<file path="src/rtl/temp_fan_pwm.sv">
// Fan controller fed by the DHT11 temperature byte: hysteretic OFF/RUN/FULL banding,
// slew-limited duty and a period-latched PWM; stale or implausible input forces full speed.
module temp_fan_pwm #(
  parameter int unsigned T_ON        = 30,
  parameter int unsigned T_OFF       = 27,
  parameter int unsigned T_FULL      = 40,
  parameter int unsigned HYST_FULL   = 2,
  parameter int unsigned T_MAX       = 60,
  parameter int unsigned MIN_DUTY    = 30,
  parameter int unsigned STEP_PCT    = 7,
  parameter int unsigned PWM_PRESC   = 1000,
  parameter int unsigned RAMP_DIV    = 100000,
  parameter int unsigned STALE_LIMIT = 200000000,
  parameter int unsigned REJ_LIMIT   = 3
) (
  input  logic       CLK,
  input  logic       RST,
  input  logic [7:0] TEMP_INT,
  input  logic       TEMP_VALID,
  output logic       FAN_PWM,
  output logic [6:0] DUTY,
  output logic [1:0] STATE_OUT,
  output logic       FAULT
);

  localparam int unsigned STALE_W = $clog2(STALE_LIMIT + 1);
  localparam int unsigned REJ_W   = (REJ_LIMIT > 0) ? $clog2(REJ_LIMIT + 1) : 1;
  localparam int unsigned RAMP_W  = (RAMP_DIV > 1) ? $clog2(RAMP_DIV) : 1;
  localparam int unsigned PRESC_W = (PWM_PRESC > 1) ? $clog2(PWM_PRESC) : 1;
  localparam logic [7:0]  T_FULL_LO = 8'(T_FULL - HYST_FULL);

  typedef enum logic [1:0] {
    ST_OFF   = 2'd0,
    ST_RUN   = 2'd1,
    ST_FULL  = 2'd2,
    ST_FAULT = 2'd3
  } state_t;

  state_t               state_reg;
  logic                 fault_reg;
  logic [7:0]           last_temp_reg;
  logic [STALE_W-1:0]   stale_reg, stale_next;
  logic [REJ_W-1:0]     rej_reg, rej_next;
  logic [6:0]           target_reg;
  logic [6:0]           duty_reg;
  logic [RAMP_W-1:0]    ramp_reg;
  logic [PRESC_W-1:0]   presc_reg;
  logic [6:0]           step_reg, step_next;
  logic [6:0]           latch_reg, latch_next;
  logic                 pwm_reg;

  logic                 accept, reject, fault_trip, ramp_tick, presc_tick;
  logic [31:0]          run_calc;
  logic [6:0]           run_duty;

  always_comb begin
    accept = TEMP_VALID && (TEMP_INT <= 8'(T_MAX));
    reject = TEMP_VALID && !accept;

    if (accept)
      stale_next = '0;
    else if (stale_reg == STALE_W'(STALE_LIMIT))
      stale_next = stale_reg;
    else
      stale_next = stale_reg + STALE_W'(1);

    if (accept)
      rej_next = '0;
    else if (reject && (rej_reg != REJ_W'(REJ_LIMIT)))
      rej_next = rej_reg + REJ_W'(1);
    else
      rej_next = rej_reg;

    // An accepted sample zeroes stale_next, so it alone can never trip on stale.
    fault_trip = (stale_next == STALE_W'(STALE_LIMIT)) ||
                 (reject && (rej_next == REJ_W'(REJ_LIMIT)));

    // Readings at or below T_ON while still in RUN hold the minimum duty.
    if (last_temp_reg <= 8'(T_ON))
      run_calc = MIN_DUTY;
    else
      run_calc = MIN_DUTY + (32'(last_temp_reg) - T_ON) * STEP_PCT;
    run_duty = (run_calc >= 32'd100) ? 7'd100 : run_calc[6:0];

    ramp_tick  = (ramp_reg == RAMP_W'(RAMP_DIV - 1));
    presc_tick = (presc_reg == PRESC_W'(PWM_PRESC - 1));

    step_next  = step_reg;
    latch_next = latch_reg;
    if (presc_tick) begin
      if (step_reg == 7'd99) begin
        step_next  = 7'd0;
        latch_next = duty_reg;
      end else begin
        step_next  = step_reg + 7'd1;
      end
    end
  end

  always_ff @(posedge CLK) begin
    if (RST) begin
      state_reg     <= ST_OFF;
      fault_reg     <= 1'b0;
      last_temp_reg <= 8'd0;
    end else if (fault_trip) begin
      state_reg <= ST_FAULT;
      fault_reg <= 1'b1;
    end else if (accept) begin
      fault_reg     <= 1'b0;
      last_temp_reg <= TEMP_INT;
      case (state_reg)
        ST_OFF: begin
          if (TEMP_INT >= 8'(T_FULL))
            state_reg <= ST_FULL;
          else if (TEMP_INT >= 8'(T_ON))
            state_reg <= ST_RUN;
        end
        ST_RUN: begin
          if (TEMP_INT <= 8'(T_OFF))
            state_reg <= ST_OFF;
          else if (TEMP_INT >= 8'(T_FULL))
            state_reg <= ST_FULL;
        end
        ST_FULL: begin
          if (TEMP_INT <= T_FULL_LO)
            state_reg <= (TEMP_INT <= 8'(T_OFF)) ? ST_OFF : ST_RUN;
        end
        default: begin
          if (TEMP_INT < 8'(T_ON))
            state_reg <= ST_OFF;
          else if (TEMP_INT < 8'(T_FULL))
            state_reg <= ST_RUN;
          else
            state_reg <= ST_FULL;
        end
      endcase
    end
  end

  always_ff @(posedge CLK) begin
    if (RST) begin
      stale_reg  <= '0;
      rej_reg    <= '0;
      target_reg <= 7'd0;
    end else begin
      stale_reg <= stale_next;
      rej_reg   <= rej_next;
      case (state_reg)
        ST_OFF:  target_reg <= 7'd0;
        ST_RUN:  target_reg <= run_duty;
        default: target_reg <= 7'd100;
      endcase
    end
  end

  always_ff @(posedge CLK) begin
    if (RST) begin
      ramp_reg <= '0;
      duty_reg <= 7'd0;
    end else begin
      ramp_reg <= ramp_tick ? '0 : ramp_reg + RAMP_W'(1);
      if (state_reg == ST_FAULT)
        duty_reg <= 7'd100;
      else if (ramp_tick) begin
        if (duty_reg < target_reg)
          duty_reg <= duty_reg + 7'd1;
        else if (duty_reg > target_reg)
          duty_reg <= duty_reg - 7'd1;
      end
    end
  end

  // Compare against the next step/latch pair so a 100% period never dips low at the wrap.
  always_ff @(posedge CLK) begin
    if (RST) begin
      presc_reg <= '0;
      step_reg  <= 7'd0;
      latch_reg <= 7'd0;
      pwm_reg   <= 1'b0;
    end else begin
      presc_reg <= presc_tick ? '0 : presc_reg + PRESC_W'(1);
      step_reg  <= step_next;
      latch_reg <= latch_next;
      pwm_reg   <= (step_next < latch_next);
    end
  end

  assign FAN_PWM   = pwm_reg;
  assign DUTY      = duty_reg;
  assign STATE_OUT = state_reg;
  assign FAULT     = fault_reg;

endmodule

</file>
<file path="config.mk">
export PLATFORM = sky130hd
export DESIGN_NAME = temp_fan_pwm
export DESIGN_NICKNAME = d
export VERILOG_FILES = /design/src/rtl/temp_fan_pwm.sv
export SDC_FILE = /design/constraint.sdc
export NUM_CORES = 1
export LEC_CHECK = 0
export CAP_MARGIN = 10
export CORE_ASPECT_RATIO = 0.5
export CORE_MARGIN = 2
export CORE_UTILIZATION = 55
export DETAILED_ROUTE_END_ITERATION = 12
export GPL_TIMING_DRIVEN = 0
export MAX_ROUTING_LAYER = met4
export PLACE_DENSITY = 0.76
export SETUP_SLACK_MARGIN = 0.5
export SYNTH_ARGS = -nofsm -noshare
export SYNTH_HDL_FRONTEND = slang
export SYNTH_SLANG_ARGS = --single-unit
</file>
<file path="constraint.sdc">
create_clock -name CLK -period 4 [get_ports CLK]
set_input_delay 0.8 -clock CLK [delete_from_list [all_inputs] [get_ports CLK]]
set_output_delay 0.8 -clock CLK [all_outputs]
set_load 0.01 [all_outputs]
</file>
# [Word level (Yosys, flattened, before mapping)]
# Index checks and enable logic that the tools add are counted.
[classes] addsub=9 mul=1 div=0 magnitude_cmp=12 eq_ne=13 shift=0 mux=28 bitwise=1 reduce_logical=18
[ops] cell="7-bit two-way mux" count=9
[ops] cell="28-bit == test (second input constant)" count=2
[ops] cell="28-bit two-way mux" count=2
[ops] cell="32-bit by 7-bit >= comparator with 1-bit output (second input constant)" count=1
[ops] cell="32-bit two-way mux" count=1
[ops] cell="28-bit by 1-bit adder with 28-bit output (second input constant)" count=1
[ops] cell="2-bit two-way mux" count=11
[ops] cell="17-bit by 1-bit adder with 17-bit output (second input constant)" count=1
[ops] cell="17-bit == test (second input constant)" count=1
[ops] cell="8-bit by 5-bit less-or-equal comparator with 1-bit output (second input constant)" count=2
[ops] cell="8-bit by 6-bit less-or-equal comparator with 1-bit output (second input constant)" count=2
[ops] cell="6-bit by 13-bit adder with 14-bit output (first input constant)" count=1
[ops] cell="7-bit by 1-bit adder with 7-bit output (second input constant)" count=2
[ops] cell="7-bit less-than comparator" count=2
[ops] cell="7-bit one-hot mux with 2 select lines" count=1
[ops] cell="9-bit by 4-bit multiplier with 13-bit output (second input constant)" count=1
[ops] cell="10-bit by 1-bit adder with 10-bit output (second input constant)" count=1
[ops] cell="10-bit == test (second input constant)" count=1
[ops] cell="8-bit by 5-bit subtractor with 9-bit output (second input constant)" count=1
[ops] cell="8-bit by 5-bit >= comparator with 1-bit output (second input constant)" count=1
[ops] cell="8-bit by 6-bit >= comparator with 1-bit output (second input constant)" count=1
[ops] cell="8-bit by 5-bit less-than comparator with 1-bit output (second input constant)" count=1
[ops] cell="8-bit by 6-bit less-than comparator with 1-bit output (second input constant)" count=1
[ops] cell="4-bit inequality test (second input constant)" count=2
[ops] cell="20 further kinds" count=33
[word_totals] regBits=97 latchBits=0 ramBits=0 rom_bits=0 out_inout_bits=11 elab_cells=95 mem_count=0

# [Depth between registers and ports, before layout]
# Gate-level depths: netlist of run 1.
[logic_depth] ltp_word=12 ltp_mapped=19

# [Worst setup path before layout of run 1]
# No wires, ideal clock.
[synth_path] path_type="register to register" startpoint="register last_temp_reg[1]" endpoint="register target_reg[4]" arrival_ps=4336 t_required_ps=3930 slack_ps=-406 path_stages_with_launch=18 path_buffers=0 cell_sequence="dfxtp_1 ha_1 and3_1 nor3_1 xnor2_1 inv_1 ha_1 fa_1 ha_1 ha_1 a211o_1 nor3_1 a221o_1 nor2_1 or4b_2 nand2_1 nand4b_1 a21oi_1"
[synth_between] elab_chain_len=7
[synth_lines] element="start, declared" line="41" text="logic [7:0] last_temp_reg;"
[synth_lines] element="start signal, assigned" line="104" text="last_temp_reg <= 8'd0;"
[synth_lines] element="start signal, assigned" line="110" text="last_temp_reg <= TEMP_INT;"
[synth_lines] element="8-bit by 5-bit subtractor with 9-bit output" line="82" text="run_calc = MIN_DUTY + (32'(last_temp_reg) - T_ON) * STEP_PCT;"
[synth_lines] element="9-bit by 4-bit multiplier with 13-bit output" line="82"
[synth_lines] element="6-bit by 13-bit adder with 14-bit output" line="82"
[synth_lines] element="32-bit two-way mux *" line="79" text="if (last_temp_reg <= 8'(T_ON))"
[synth_lines] element="32-bit by 7-bit >= comparator with 1-bit output" line="83" text="run_duty = (run_calc >= 32'd100) ? 7'd100 : run_calc[6:0];"
[synth_lines] element="7-bit two-way mux *" line="83"
[synth_lines] element="7-bit one-hot mux with 2 select lines *" line="148" text="case (state_reg)"
[synth_lines] element="end signal, assigned" line="150" text="ST_RUN: target_reg <= run_duty;"
[synth_lines] element="end, declared" line="44" text="logic [6:0] target_reg;"
# Mark *: on every way between the ends. The rest lies on a longest branch, timed or not.
# A chain may end at the register's enable or synchronous reset.

# [Worst setup path in the final report of run 1]
[layout_path] startpoint="register last_temp_reg[2]" endpoint="register target_reg[4]"
# The elaborated chain is that of the path after synthesis.

==> flow_summary.toml, run 1 <==
[outcome]
run_status = "complete, no violations"

[synth]
sequential_to_total_area_share_from_yosys_stat_pct = 32.9
yosys_warnings = 0
synthFlopType = "sky130_fd_sc_hd__dfxtp_1"
synth_top_cells_by_area = "sky130_fd_sc_hd__dfxtp_1 (33%), sky130_fd_sc_hd__ha_1 (10%), sky130_fd_sc_hd__xnor2_1 (7.7%)"
post_synth_and_or_nand_nor_area_fraction_pct = 25.7
post_synth_design_cell_area_um2 = 5900
post_synth_mux_area_share_pct = 2.06
synth_top_family_by_area = "simple AND/OR/NAND/NOR gates"
compound_cell_area_share_of_the_yosys_netlist_pct = 10.5
synth-adder-area-share_pct = 12.7
netlist.top_cell.by_area = "sky130_fd_sc_hd__dfxtp_1"
synth_enable_flop_cells = 0
postSynthCellCount = 709
post_synth_xor_area_fraction_pct = 11.7
synth.distinct_cells = 66
synthArstFlopShare_pct = 0
syn_avg_cell_area_um2 = 8.32
ys_ff_latch = 97
syn-num-nets = 775
synth_top_cell_area_share_pct = 32.9

[worst_setup_path]
timing_worst_setup_path_type = "register to register"
critical_path_buf_inv_count = 1
critPathRequiredTime_ns = 4.28
cell_breakdown_of_the_critical_path = "ha_4 > and3_4 > nor3_4 > xnor2_2 > inv_2 > ha_4 > fa_1 > ha_4 > ha_4 > a211o_1 > nor3_2 > a221o_1 > nor2_2 > or4b_4 > nand2_4 > nand4b_1 > a21oi_1"
path_common_cell = "sky130_fd_sc_hd__ha_4"
kind_of_cell_with_the_highest_combined_delay_on_the_critical_path = "adder cells"
worst_path_max_delay_cell = "sky130_fd_sc_hd__or4b_4"
endpoint_kind = "register"
critical_path_peak_fanout = 7
cp_data_arrival_time_ns = 4.22
worst_setup_path_start_kind = "register"
cp_slowest_stage_delay_ns = 0.50

[global_route]
grt_start_max_net_pins = 18
antenna_violations_before_repair = 0
track_usage_pct = 23.6
number_of_global_route_vias_before_repair = 4780
grt.overflow.total = 0
global_route_wire_length_before_repair_mm = 21.5

[cells_and_area]
drive_gt1_share_pct = 11.8
stdcell_area_um2 = 6940
area_growth_syn_to_fin_pct = 17.6
largest_register_ff_count = 28
final_common_cell = "sky130_fd_sc_hd__nor2_1"
nets = 818
layoutNonFillerInstCount = 898
layout_common_cells = "sky130_fd_sc_hd__nor2_1 (114), sky130_fd_sc_hd__dfxtp_1 (92), sky130_fd_sc_hd__nand2_1 (51)"

[floorplan]
core_area_um2 = 10300
num_rows = 26
initial_utilization_pct = 57.2
die-height_um = 77.2
die_x_um = 150
top_level_ports = 22
total_die_area_um2 = 11600

[power]
peakVddDrop_uv = 202
p_leak_nw = 2.67
power.density_cell_area_nw_per_um2 = 332

[routing]
drt-pass1-iter-count = 4
vias = 4989
postRouteWirelength_mm = 12.6
antenna_violating_nets_post_route = 0
route.detailed.wl_per_inst_um = 14.1
detail_route.vias_per_cell = 5.56
drcViolationCount = 0
detail_route.iter0.violations = 267

[place]
gp_routability_congestion = 0.878
portBuffers = 21
hpwl_mm = 9.08
post-place-cells = 870
dpl_cell_area_um2 = 6370

[timing]
timing_hold_violations_final = 0
timing_max_transition_violations_final = 0
max-slew-margin-rel_pct = 49.0
max_clock_freq_mhz = 254
rsz0062_at_grt = "true"
finalCriticalPeriod_ns = 3.94
worst-slew-pin-transition_ns = 0.746
finalSetupViolCount = 0
worst_clock_skew_ns = 0.0103
period_share_pct = 98.6

[cts]
cts.reportedPaths.clkPinSlew_ns = 0.07
clockRootBuffer = "sky130_fd_sc_hd__clkbuf_16"
clock_tree.htree_level_count = 3
clkSinkCount = 97
tritoncts.num_buffers = 9
insertion_delay_ns = 0.34
cts_tree = "done"
clock_path_buffers = 2

[hold_path]
hold_path_class = "register to register"

[job]
cap_viol_max_count = 0
==> cell families after synthesis <==
logic type	Yosys count
flip-flops	97
AO/OA/AOI/OAI	99
buffers and inverters	68
adder cells (fa/ha/maj)	55
AND/OR/NAND/NOR	299
XOR/XNOR	79
multiplexers	12
==> layout make-up <==
class,instances,area (um2)
multi-input combinational,544,3970
fill,817,3380
sequential,97,1960
timing repair buffer,32,293
clock buffer,10,229
inverter,50,190
tap,140,175
buffer,18,76.3
clock inverter,6,48.8
antenna,1,2.50
==> routing by layer <==
layer	vias to the layer above	track usage [%]	wire, um
met5	-	-	0
met4	0	5.00	153
met3	22	4.70	495
met2	103	39.4	6000
met1	2342	29.7	6000
li1	2522	-	-
==> metrics by stage <==
step	TNS [ns]	hold WS [ns]	utilization, %	setup WS, ns	power (mW)
2_1_floorplan	0	0.418	-	0.0628	1.34
3_3_place_gp	-0.724	0.429	61.7	-0.121	1.43
3_5_place_dp	-1.62	0.437	61.7	-0.266	1.44
4_1_cts	0	0.454	66.4	0.120	2.29
5_1_grt	-0.229	0.484	67.2	-0.0659	2.41
6_report	0	0.449	67.3	0.0565	2.31
==> power breakdown <==
| part | switching (mW) | total (mW) | internal (mW) |
|---|---|---|---|
| clock | 0.379 | 0.809 | 0.430 |
| sequential | 0.0175 | 0.999 | 0.981 |
| combinational | 0.271 | 0.498 | 0.226 |
| total | 0.668 | 2.31 | 1.64 |
==> cells in the mapped netlist (6+ instances only) <==
cell	n
sky130_fd_sc_hd__nand2_1	52
sky130_fd_sc_hd__xnor2_1	52
sky130_fd_sc_hd__nor2_1	117
sky130_fd_sc_hd__nor2b_1	6
sky130_fd_sc_hd__a31oi_1	6
sky130_fd_sc_hd__nor3_1	20
sky130_fd_sc_hd__dfxtp_1	97
sky130_fd_sc_hd__and3_1	9
sky130_fd_sc_hd__a21o_1	9
sky130_fd_sc_hd__mux2i_1	11
sky130_fd_sc_hd__a21oi_1	40
sky130_fd_sc_hd__o21ai_0	12
sky130_fd_sc_hd__xor2_1	27
sky130_fd_sc_hd__ha_1	47
sky130_fd_sc_hd__nand4_1	19
sky130_fd_sc_hd__nand3_1	26
sky130_fd_sc_hd__inv_1	49
sky130_fd_sc_hd__clkbuf_1	13
sky130_fd_sc_hd__fa_1	8
==> final timing paths <==
path	from	endpoint	slack (ns)	cells after the start
setup reg to reg	last_temp_reg[2]	target_reg[4]	0.06	17
hold reg to reg	presc_reg[0]	presc_reg[0]	0.45	1
hold / removal	presc_reg[0]	presc_reg[0]	0.45	1
setup / recovery	last_temp_reg[2]	target_reg[4]	0.06	17
==> repair_timing <==
item / 4_1_cts / 5_1_grt
setup endpoints to repair: 9 / 12
hold endpoints to repair: 0 / 0
pin swaps: 15 / 7
hold buffers: 0 / 0
resized for setup: 28 / 17
setup buffers: 9 / 2
Note: power is estimated with default switching activity, not from simulation.
==> inputs of run 2 (changes only) <==
ABC_CLOCK_PERIOD_IN_PS = 4000   (was default)
CORE_ASPECT_RATIO = 1.5   (was 0.5)
==> run 2 against run 1 <==
  * Critical path depth grew 1
  * Core utilization decreased by 0.95 points
  * The run now ends with negative setup slack left
  * Sequential share of layout area shrank 0.19 points
  * Clock skew shrank 0.0046 ns
  * First-iteration DRC count shrank 36%
  * Cell count is 1.0% higher
  * Critical endpoint unchanged
==> flow_summary.toml, run 2 (synthesized netlist as in run 1, its figures left out) <==
[cells_and_area]
drive_gt1_share_pct = 12.1
layout_common_cells = "sky130_fd_sc_hd__nor2_1 (115), sky130_fd_sc_hd__dfxtp_1 (92), sky130_fd_sc_hd__nand2_1 (51)"
final_util_pct = 66.3
final_common_cell = "sky130_fd_sc_hd__nor2_1"
stdcell_area_um2 = 6980
area_growth_syn_to_fin_pct = 18.4
nets = 825
layout.filler_cells = 854
layoutNonFillerInstCount = 907
largest_register_ff_count = 28
num_antenna_cells = 0

[timing]
rsz0062_at_grt = "true"
period_share_pct = 100
timing_max_transition_violations_final = 0
worst-slew-pin-transition_ns = 0.943
timing_hold_violations_final = 0
hold-worst-slack_ns = 0.446
finalSetupViolCount = 1
finalCriticalPeriod_ns = 4.00
max-slew-margin-rel_pct = 35.5
worst_clock_skew_ns = 0.00573
postLayoutSetupSlackWorst_ns = -0.00376
max_clock_freq_mhz = 250
totalNegativeSetupSlack_ns = -0.00376

[job]
cap_viol_max_count = 0

[global_route]
grt-busiest-layer = "met2"
number_of_global_route_vias_before_repair = 5128
antenna_violations_before_repair = 0
grt.overflow.total = 0
globalRouteMet2Util_pct = 45.2
global_route_wire_length_before_repair_mm = 21.6
met3_usage_pct = 2.95
grt_start_max_net_pins = 17
grtUsageMet1_pct = 24.5
track_usage_pct = 24.0

[worst_setup_path]
cell_breakdown_of_the_critical_path = "ha_4 > and3_4 > nor3_4 > xnor2_2 > inv_2 > ha_4 > fa_1 > ha_4 > ha_4 > a211o_1 > nor3_2 > a221o_1 > nor2_2 > or4b_4 > nand2_4 > buf_6 > nand4b_1 > a21oi_2"
cp_slowest_stage_delay_ns = 0.56
timing_worst_setup_path_type = "register to register"
worst_setup_path_start_kind = "register"
cp_data_arrival_time_ns = 4.28
path_common_cell = "sky130_fd_sc_hd__ha_4"
reg2regPathDepth = 18
worst_path_max_delay_cell = "sky130_fd_sc_hd__or4b_4"
critPathRequiredTime_ns = 4.28
crit-reg2reg-capture = "target_reg[4]"
timing.rr.start = "last_temp_reg[1]"
critical_path_peak_fanout = 4
r2r_setup_slack_ns = -0.004
endpoint_kind = "register"

[routing]
route.detailed.wl_per_inst_um = 14.3
detail_route.iter0.violations = 171
drcViolationCount = 0
antenna_violating_nets_post_route = 0
postRouteWirelength_mm = 13.0
vias = 5008
drt-pass1-iter-count = 4
detail_route.vias_per_cell = 5.52

[place]
pre_cts_slack_ns = -0.294
portBuffers = 21
gp_routability_congestion = 0.905
dpl_cell_area_um2 = 6370
hpwl_mm = 9.73
post-place-cells = 874

[cts]
insertion_delay_ns = 0.34
tritoncts.num_buffers = 9
clock_path_buffers = 2
cts_tree = "done"
cts.reportedPaths.clkPinSlew_ns = 0.07
clockRootBuffer = "sky130_fd_sc_hd__clkbuf_16"
clkSinkCount = 97
clock_tree.htree_level_count = 3

[hold_path]
hold_path_end = "presc_reg[0]"
min_from = "presc_reg[0]"
hold_path_depth = 1
hold_path_class = "register to register"

[floorplan]
die-height_um = 131
top_level_ports = 22
initial_utilization_pct = 56.0
die_x_um = 88.6
total_die_area_um2 = 11600
num_rows = 46
core_area_um2 = 10500

[outcome]
run_status = "finished, violations left"
violations = "negative setup slack"

[power]
p_leak_nw = 2.70
peakVddDrop_uv = 269
total_power_mw = 2.28
power.density_cell_area_nw_per_um2 = 327
[run 2: final cells by class]
type / count / area, um2 / area share (%)
clock buffers: 9 / 225 / 3.23
plain buffers: 18 / 76.3 / 1.09
repair buffers: 39 / 353 / 5.05
inverters: 50 / 190 / 2.72
well taps: 144 / 180 / 2.58
flip-flops and latches: 97 / 1960 / 28.0
clock inverters: 6 / 45.0 / 0.645
multi-input cells: 544 / 3960 / 56.7
[run 2: power breakdown]
group          internal, mW  total, mW  switching (mW)
registers             0.981      0.998          0.0167
logic                 0.229      0.502           0.273
clock network         0.421      0.783           0.363
[run 2: what timing repair did]
| action | CTS | global route |
|---|---|---|
| hold endpoints to repair | 0 | 0 |
| setup endpoints to repair | 11 | 9 |
| resized for setup | 34 | 9 |
| hold buffers | 0 | 0 |
| pin swaps | 23 | 6 |
| setup buffers | 17 | 1 |
[run 2: per-layer routing]
metal	up-vias	part of all wire (%)
met4	0	1.9
met2	66	55
met5	-	0
li1	2537	-
met1	2387	41
met3	18	2.0
[run 2: worst max-delay path, delay by kind of cell, from the launching register on]
kind | cells | cell delay (ns)
buffers and inverters | 2 | 0.17
XOR/XNOR | 1 | 0.14
AND/OR/NAND/NOR | 7 | 1.27
AO/OA/AOI/OAI | 3 | 0.64
flip-flops | 1 | 0.37
adder cells (fa/ha/maj) | 5 | 1.36
[run 2: worst max path at each step]
stage	from	end	slack, ns	cells after the start
after floorplan	last_temp_reg[1]	target_reg[4]	0.06	17
final	last_temp_reg[1]	target_reg[4]	-0.004	18
after detailed placement	last_temp_reg[2]	target_reg[2]	-0.29	18
after global placement	last_temp_reg[2]	target_reg[2]	-0.21	18
after global routing	last_temp_reg[1]	target_reg[4]	-0.15	18
after CTS	last_temp_reg[1]	target_reg[0]	-0.01	17
